===== config.mk =====
export PLATFORM = sky130hd
export DESIGN_NAME = clk_div_100
export DESIGN_NICKNAME = d
export VERILOG_FILES = /design/src/rtl/clk_div_100.sv
export SDC_FILE = /design/constraint.sdc
export NUM_CORES = 1
export LEC_CHECK = 0
export CORE_AREA = 2 2 39 41
export DETAILED_ROUTE_END_ITERATION = 8
export DIE_AREA = 0 0 41 43
export GPL_ROUTABILITY_DRIVEN = 0
export GPL_TIMING_DRIVEN = 0
export SYNTH_ARGS = -nofsm -noshare
export SYNTH_HDL_FRONTEND = slang
export SYNTH_SLANG_ARGS = --single-unit

===== constraint.sdc =====
create_clock -name clk -period 1.7 [get_ports clk]
set_clock_uncertainty 0.05 [all_clocks]
set_input_delay 0.425 -clock clk [delete_from_list [all_inputs] [get_ports clk]]
set_output_delay 0.425 -clock clk [all_outputs]
set_load 0.005 [all_outputs]

===== src/rtl/clk_div_100.sv =====
// Integer clock divider: a terminal-count counter toggles a registered clk_out
// every DIVISOR/2 input cycles, giving a 50%-duty output of period DIVISOR cycles.
module clk_div_100 #(
    parameter int DIVISOR = 100
) (
    input  logic clk,
    input  logic reset,
    output logic clk_out
);

    localparam int HALF = DIVISOR / 2;
    localparam int CW   = (HALF > 1) ? $clog2(HALF) : 1;

    localparam logic [CW-1:0] TERMINAL = CW'(HALF - 1);

    if ((DIVISOR < 2) || ((DIVISOR % 2) != 0)) begin : g_bad_divisor
        $error("clk_div_100: DIVISOR must be even and >= 2");
    end

    logic [CW-1:0] cnt;

    // reset is active-low and asynchronous, so even a sub-cycle pulse clears
    // the phase and drops a high clk_out without waiting for a clock edge.
    always_ff @(posedge clk or negedge reset) begin
        if (!reset) begin
            cnt     <= '0;
            clk_out <= 1'b0;
        end else if (cnt == TERMINAL) begin
            cnt     <= '0;
            clk_out <= ~clk_out;
        end else begin
            cnt     <= cnt + CW'(1);
        end
    end

endmodule


======== Word-level counts from Yosys, hierarchy flattened ========
Index checks and enable logic that the tools add are counted.
word-level totals
  bits in registers ....................... 7
  bits in latches ......................... 0
  bits in writable memories ............... 0
  ROM bits ................................ 0
  input port bits ......................... 2
  output and inout port bits .............. 1
  logic and storage cells ................. 6
  memories ................................ 0
cells by class
  add/subtract/negate cells ............... 1
  multiply operators ...................... 0
  div/mod/pow operators ................... 0
  $lt $le $gt $ge ......................... 0
  equality and inequality tests ........... 1
  shift operators ......................... 0
  mux-type cells .......................... 1
  bitwise gates (word level) .............. 1
  reduce and logical (&&, ||, !) cells .... 0
operators with widths
  operator                                      number
  adder 6 x 1 -> 6 bit (second input constant)  1
  == test 6 bit (second input constant)         1
  2-to-1 mux 6 bit                              1
  NOT 1 bit                                     1

======== Longest topological paths before layout ========
Gate-level depths: netlist of the first run.
  depth in word-level cells ............... 2
  depth in mapped cells ................... 5
  gate-level depth less buffers ........... 4

======== Least setup slack after synthesis of the first run ========
No wires, ideal clock.
  kind .................................... reg2reg
  start point ............................. register cnt[0]
  end point ............................... register clk_out
  setup time .............................. 123 ps
  arrival time ............................ 1035 ps
  required time ........................... 1527 ps
  slack ................................... 492 ps
  cell stages (with the launch flop) ...... 5
  path buffers ............................ 1
  period minus slack after synthesis ...... 1208 ps
  cell sequence ........................... dfrtp_1 > ha_1 > and4_1 > buf_6 > xor2_2
on the way
  longest elaborated chain between the ends .. 1
RTL lines
  item                    line  text
  from (decl)             20    logic [CW-1:0] cnt;
  from (signal assigned)  32    cnt <= cnt + CW'(1);
  == test 6 bit           28    end else if (cnt == TERMINAL) begin
  to (signal assigned)    30    clk_out <= ~clk_out;
  to (decl)               8     output logic clk_out
Every way passes these cells.
A chain may end at the register's enable or synchronous reset.

======== Worst setup path in the final report of the first run ========
  start point ............................. register clk_out
  end point ............................... output clk_out
No word-level cell between the ends.

==> results of run 1 <==
[cells in the final DEF, fill, tap and decap left out, types with 2 or more instances in the layout]
cell type	n
ha_1	2
nand3_1	2
clkdlybuf4s50_1	2
a21oi_1	2
dfrtp_1	7
clkbuf_4	3
xnor2_1	2
nor2_1	4
and4_1	2
[synth_stat cells (all sizes together)]
library cell / n
dfrtp: 7
inv: 1
buf: 1
xor2: 2
nor2: 5
nand3: 2
a21oi: 2
and4: 2
a22o: 1
ha: 2
xnor2: 2
[final cells by class]
cell class,instances,share of cell area (%)
clock buffers,4,6.688
repair buffers,2,5.096
multi-input cells,18,34.71
flip-flops and latches,7,44.59
plain buffers,1,2.866
well taps,16,5.096
inverters,1,0.9554
[metal layers]
layer	GRT usage [%]	up-vias
li1	-	102
met1	11.63	99
met2	9.375	5
met3	3.141	2
met4	8.000	0
met5	0	-
[final timing paths]
check	from	end
max in group asynchronous	reset	cnt[0]
max	clk_out	clk_out
min in group clk	cnt[0]	cnt[0]
max reg2reg	cnt[0]	clk_out
min reg2reg	cnt[0]	cnt[0]
min	reset	cnt[1]
[stage by stage]
step,instances,instance area (µm²),util (%),hold WS (ns),setup slack (ns)
finish,49,392.9,28.39,0.3878,0.06645
global route,49,392.9,28.39,0.4112,0.03147
CTS,49,392.9,28.39,0.3967,0.04970
detailed placement,45,366.6,26.49,0.4476,0.3386
global placement,45,366.6,26.49,0.4448,0.3366
floorplan,27,326.6,-,0.07941,0.4918
[registers in the layout, indices dropped and copies added (netlist names)]
register,cells
cnt,6
clk_out,1
[report_power, final]
| part | internal (mW) | total, mW | switching (mW) |
|---|---|---|---|
| Clock | 0.0898 | 0.154 | 0.0646 |
| Sequential | 0.167 | 0.167 | 0 |
| Combinational | 0.00204 | 0.00531 | 0.00327 |
[cell families (layout without fill, tap and decap cells)]
logic type               after synthesis  in the layout  share of synthesized area (%)
AO/OA/AOI/OAI                          3              3                          6.131
XOR/XNOR                               4              4                          13.03
adder cells (fa/ha/maj)                2              2                          7.662
buffers and inverters                  2              8                          4.596
flip-flops                             7              7                          53.64
AND/OR/NAND/NOR                        9              9                          14.94
==> results.ini, run 1 <==
[clock_tree]
cts_buffers=3
clockBufferDepth=2
clk_pin_slew_worst_paths_ns=0.05
cts-root-buf=clkbuf_4
cts_tree=yes
ctsHoldBuffers=0
cts_resized=0
cts_num_sinks=7
clock_latency_ns=0.25
cts_setup_buffers=0
htreeDepth=1

[synthesis]
synth-seq-cells=7
avgSynthCellArea_um2=12.09
synth_area_leaders=dfrtp_1 54%, ha_1 7.7%, and4_1 5.4%
yosysWarnings=0
synth_top_area_share_pct=53.64
ys_seq_area_share_pct=53.64
synth.distinct_cells=13
syn_inst=27
yosysTopAreaCell=dfrtp_1
syn_area_um2=326.6
syn-num-nets=31

[timing]
min_period_ns=1.634
maxSlewViolCount=0
finalSetupViolations=0
fin_setup_tns_ns=0
finalHoldViolations=0
worst_pin_slew_ns=0.3365
rsz0062_at_grt=no
post-route-period-util_pct=96.09
fmax_ghz=0.6122
relSlewSlack_pct=77.50

[pwr]
leakage_nw=0.1596
max-vdd-ir-drop_v=0.0002915
power_mw=0.3265
p_per_area_mw_per_mm2=831.0

[critical_path]
critPathRequiredTime_ns=1.22
crit_family=buffers and inverters
critPathMaxStageDelay_ns=0.52
crit_fanout=2
path_cells=clkdlybuf4s50_1
reg2regPathDepth=4
crit_path_end_kind=output pin
critPathArrivalTime_ns=1.16
cp_num_buf_inv=1
crit_type=reg -> out
worst_setup_path_start_kind=flip-flop
r2r_slack_ns=0.44
slowest_stage=clkdlybuf4s50_1
critical_path_depth=1

[drt]
dr.pass1.iters=4
wl_per_cell_um=10.29
met2_length_um=196
route.vias.total=208
wl_met3_um=29
first_iter_violations=1
drt-total-wl_um=504
ant_nets=0
wl_met1_um=264
drc_errors=0
highest_layer=met4
viasPerCell=4.245

[outcome]
status=finished, final reports clean

[global_routing]
grt_max_degree=8
grt_usage_pct=8.418
grt_pass1_vias=212
grt_overflow=0
grt_pass1_wl_um=924
grt_antenna_before_repair=0

[die]
core_area_mm2=0.001384
die_h_um=43
start_util_pct=23.60
top_level_ports=3
rows=14
die_area_mm2=0.001763
dieWidth_um=41

[run]
cap_violations=0

[cells_and_area]
diodes=0
nNetsFinal=38
layout-drive-gt1-share_pct=21.21
multi_input_area_um2=136.4
syn2layout_area_growth_pct=20.31
regArea_um2=175.2
fill_cells=148

[hold_path]
min_path_type=in -> async

[placed_design]
portBuffers=2
place.detailed.hpwl_um=378

Power figures use the tool's default switching activity.
==> run 2: changes to the inputs <==
GPL_TIMING_DRIVEN = 1   (was 0)
==> run 2 against run 1 <==
Against the previous run: sequential power about the same; maximum frequency about the same; sequential cell count unchanged; total power decreased by 1.3%; combinational power decreased by 3%; via count decreased by 6.7%; final area decreased by 2.9%; hold slack got worse by 0.0044 ns; sequential share of layout area increased by 1.3 points; first-iteration DRC count increased to 6.0 times the previous value; cell count decreased by 2.0%; non-clock buffer count decreased by 1; largest power group unchanged.
==> results.ini, run 2 (synthesis gave the netlist of run 1 again) <==
[pwr]
leakage_nw=0.1536  ; was 0.1596 nW
power_mw=0.3222  ; was 0.3265 mW
p_per_area_mw_per_mm2=844.3  ; was 831.0 mW/mm²
max-vdd-ir-drop_v=0.0003201  ; was 0.0002915 V

[critical_path]
crit_type=reg -> out  ; unchanged
crit_end=clk_out  ; unchanged
crit_path_end_kind=output pin  ; unchanged
slowest_stage=clkdlybuf4s50_1  ; unchanged
crit_family=buffers and inverters  ; unchanged
worst_setup_path_start_kind=flip-flop  ; unchanged
r2r_slack_ns=0.46  ; was 0.44 ns
critPathArrivalTime_ns=1.16  ; about the same
path_cells=clkdlybuf4s50_1  ; unchanged
crit_fanout=2  ; unchanged
regToRegEndpoint=clk_out  ; unchanged
reg2regPathDepth=3  ; was 4
cp_num_buf_inv=1  ; unchanged
critPathRequiredTime_ns=1.22  ; about the same
crit_start=clk_out  ; unchanged
rr_startpoint=cnt[0]  ; unchanged
critical_path_depth=1  ; unchanged
critPathMaxStageDelay_ns=0.52  ; about the same

[drt]
route.vias.total=194  ; was 208
viasPerCell=4.042  ; was 4.245
dr.pass1.iters=3  ; was 4
first_iter_violations=6  ; was 1
drt-total-wl_um=448  ; was 504 µm
drc_errors=0  ; unchanged
ant_nets=0  ; unchanged
wl_per_cell_um=9.333  ; was 10.29 µm

[cells_and_area]
final_cell_mix=7 x dfrtp_1, 4 x nor2_1, 3 x clkbuf_4  ; unchanged
regArea_um2=175.2  ; unchanged
layout_commonest_cell=dfrtp_1  ; unchanged
syn2layout_area_growth_pct=16.86  ; was 20.31%
diodes=0  ; unchanged
nNetsFinal=37  ; was 38
multi_input_area_um2=136.4  ; unchanged
fill_cells=146  ; was 148
layout-drive-gt1-share_pct=18.75  ; was 21.21%
final_cell_area_um2=381.6  ; was 392.9 µm²
top_regs=cnt x6, clk_out x1  ; unchanged
largest_reg_flops=6  ; unchanged
instances_no_fill=48  ; was 49
top_register=cnt  ; unchanged

[placed_design]
placed_cells=44  ; was 45
portBuffers=2  ; unchanged
place_area_um2=355.3  ; was 366.6 µm²
place_ws_ns=0.3508  ; was 0.3386 ns

[clock_tree]
htreeDepth=1  ; unchanged
clockBufferDepth=2  ; unchanged
clk_pin_slew_worst_paths_ns=0.05  ; about the same
cts_num_sinks=7  ; unchanged
cts_setup_buffers=0  ; unchanged
cts-root-buf=clkbuf_4  ; unchanged
cts_resized=0  ; unchanged
clock_latency_ns=0.25  ; about the same
cts_buffers=3  ; unchanged
cts_tree=yes  ; unchanged
ctsHoldBuffers=0  ; unchanged

[timing]
min_period_ns=1.634  ; about the same
finalSetupViolations=0  ; unchanged
setup_slack_ns=0.06577  ; was 0.06645 ns
post-route-period-util_pct=96.13  ; was 96.09%
rsz0062_at_grt=no  ; unchanged
maxSlewViolCount=0  ; unchanged
fin_setup_tns_ns=0  ; unchanged
relSlewSlack_pct=78.56  ; was 77.50%
finalHoldViolations=0  ; unchanged
worst_pin_slew_ns=0.3207  ; was 0.3365 ns
fmax_ghz=0.6119  ; was 0.6122 GHz

[die]
start_util_pct=23.60  ; unchanged
core_area_mm2=0.001384  ; unchanged
dieWidth_um=41  ; unchanged
die_h_um=43  ; unchanged
die_area_mm2=0.001763  ; unchanged
rows=14  ; unchanged
top_level_ports=3  ; unchanged

[run]
cap_violations=0  ; unchanged

[global_routing]
grt_most_used_layer=met1  ; unchanged
grt_antenna_before_repair=0  ; unchanged
grt_pass1_vias=208  ; was 212
grt_pass1_wl_um=841  ; was 924 µm
grt_use_met3_pct=3.141  ; unchanged
grt_max_degree=8  ; unchanged
gr-usage-met2_pct=9.375  ; unchanged
grt_overflow=0  ; unchanged
met1_usage_pct=9.732  ; was 11.63%
grt_usage_pct=7.528  ; was 8.418%

[hold_path]
min_path_type=in -> async  ; unchanged

[outcome]
status=finished, final reports clean  ; unchanged

==> run 2: how the worst min path moves through the flow <==
stage,start,end,depth (start not counted)
after floorplan,reset,clk_out,0
after global placement,cnt[4],cnt[5],1
after detailed placement,clk_out,clk_out,1
after CTS,reset,cnt[3],1
after global routing,reset,cnt[3],1
final,reset,cnt[3],1
==> run 2: cell type report <==
| cell class | instances | area share [%] |
|---|---|---|
| flip-flops and latches | 7 | 45.90 |
| multi-input cells | 18 | 35.74 |
| clock buffers | 4 | 6.885 |
| repair buffers | 2 | 5.246 |
| well taps | 16 | 5.246 |
| inverters | 1 | 0.9836 |
==> run 2: metrics by stage <==
stage          util, %  hold WS [ns]
3_5_place_dp     25.68        0.4396
6_report         27.58        0.3834
4_1_cts          27.58        0.3864
3_3_place_gp     25.68        0.4400
5_1_grt          27.58        0.4024
2_1_floorplan        -       0.07941
==> run 2: where the power goes <==
| group | internal, mW | leakage [nW] | switching [mW] |
|---|---|---|---|
| Clock | 0.0895 | 0.0150 | 0.0607 |
| Combinational | 0.00204 | 0.0543 | 0.00311 |
| Sequential | 0.167 | 0.0844 | 0 |
==> run 2: metal layers <==
layer | wire length (µm) | vias to the layer above | part of all wire [%]
met1 | 227 | 91 | 51
li1 | - | 100 | -
met5 | 0 | - | 0
met4 | 0 | 0 | 0
met3 | 16 | 0 | 3.6
met2 | 204 | 3 | 46
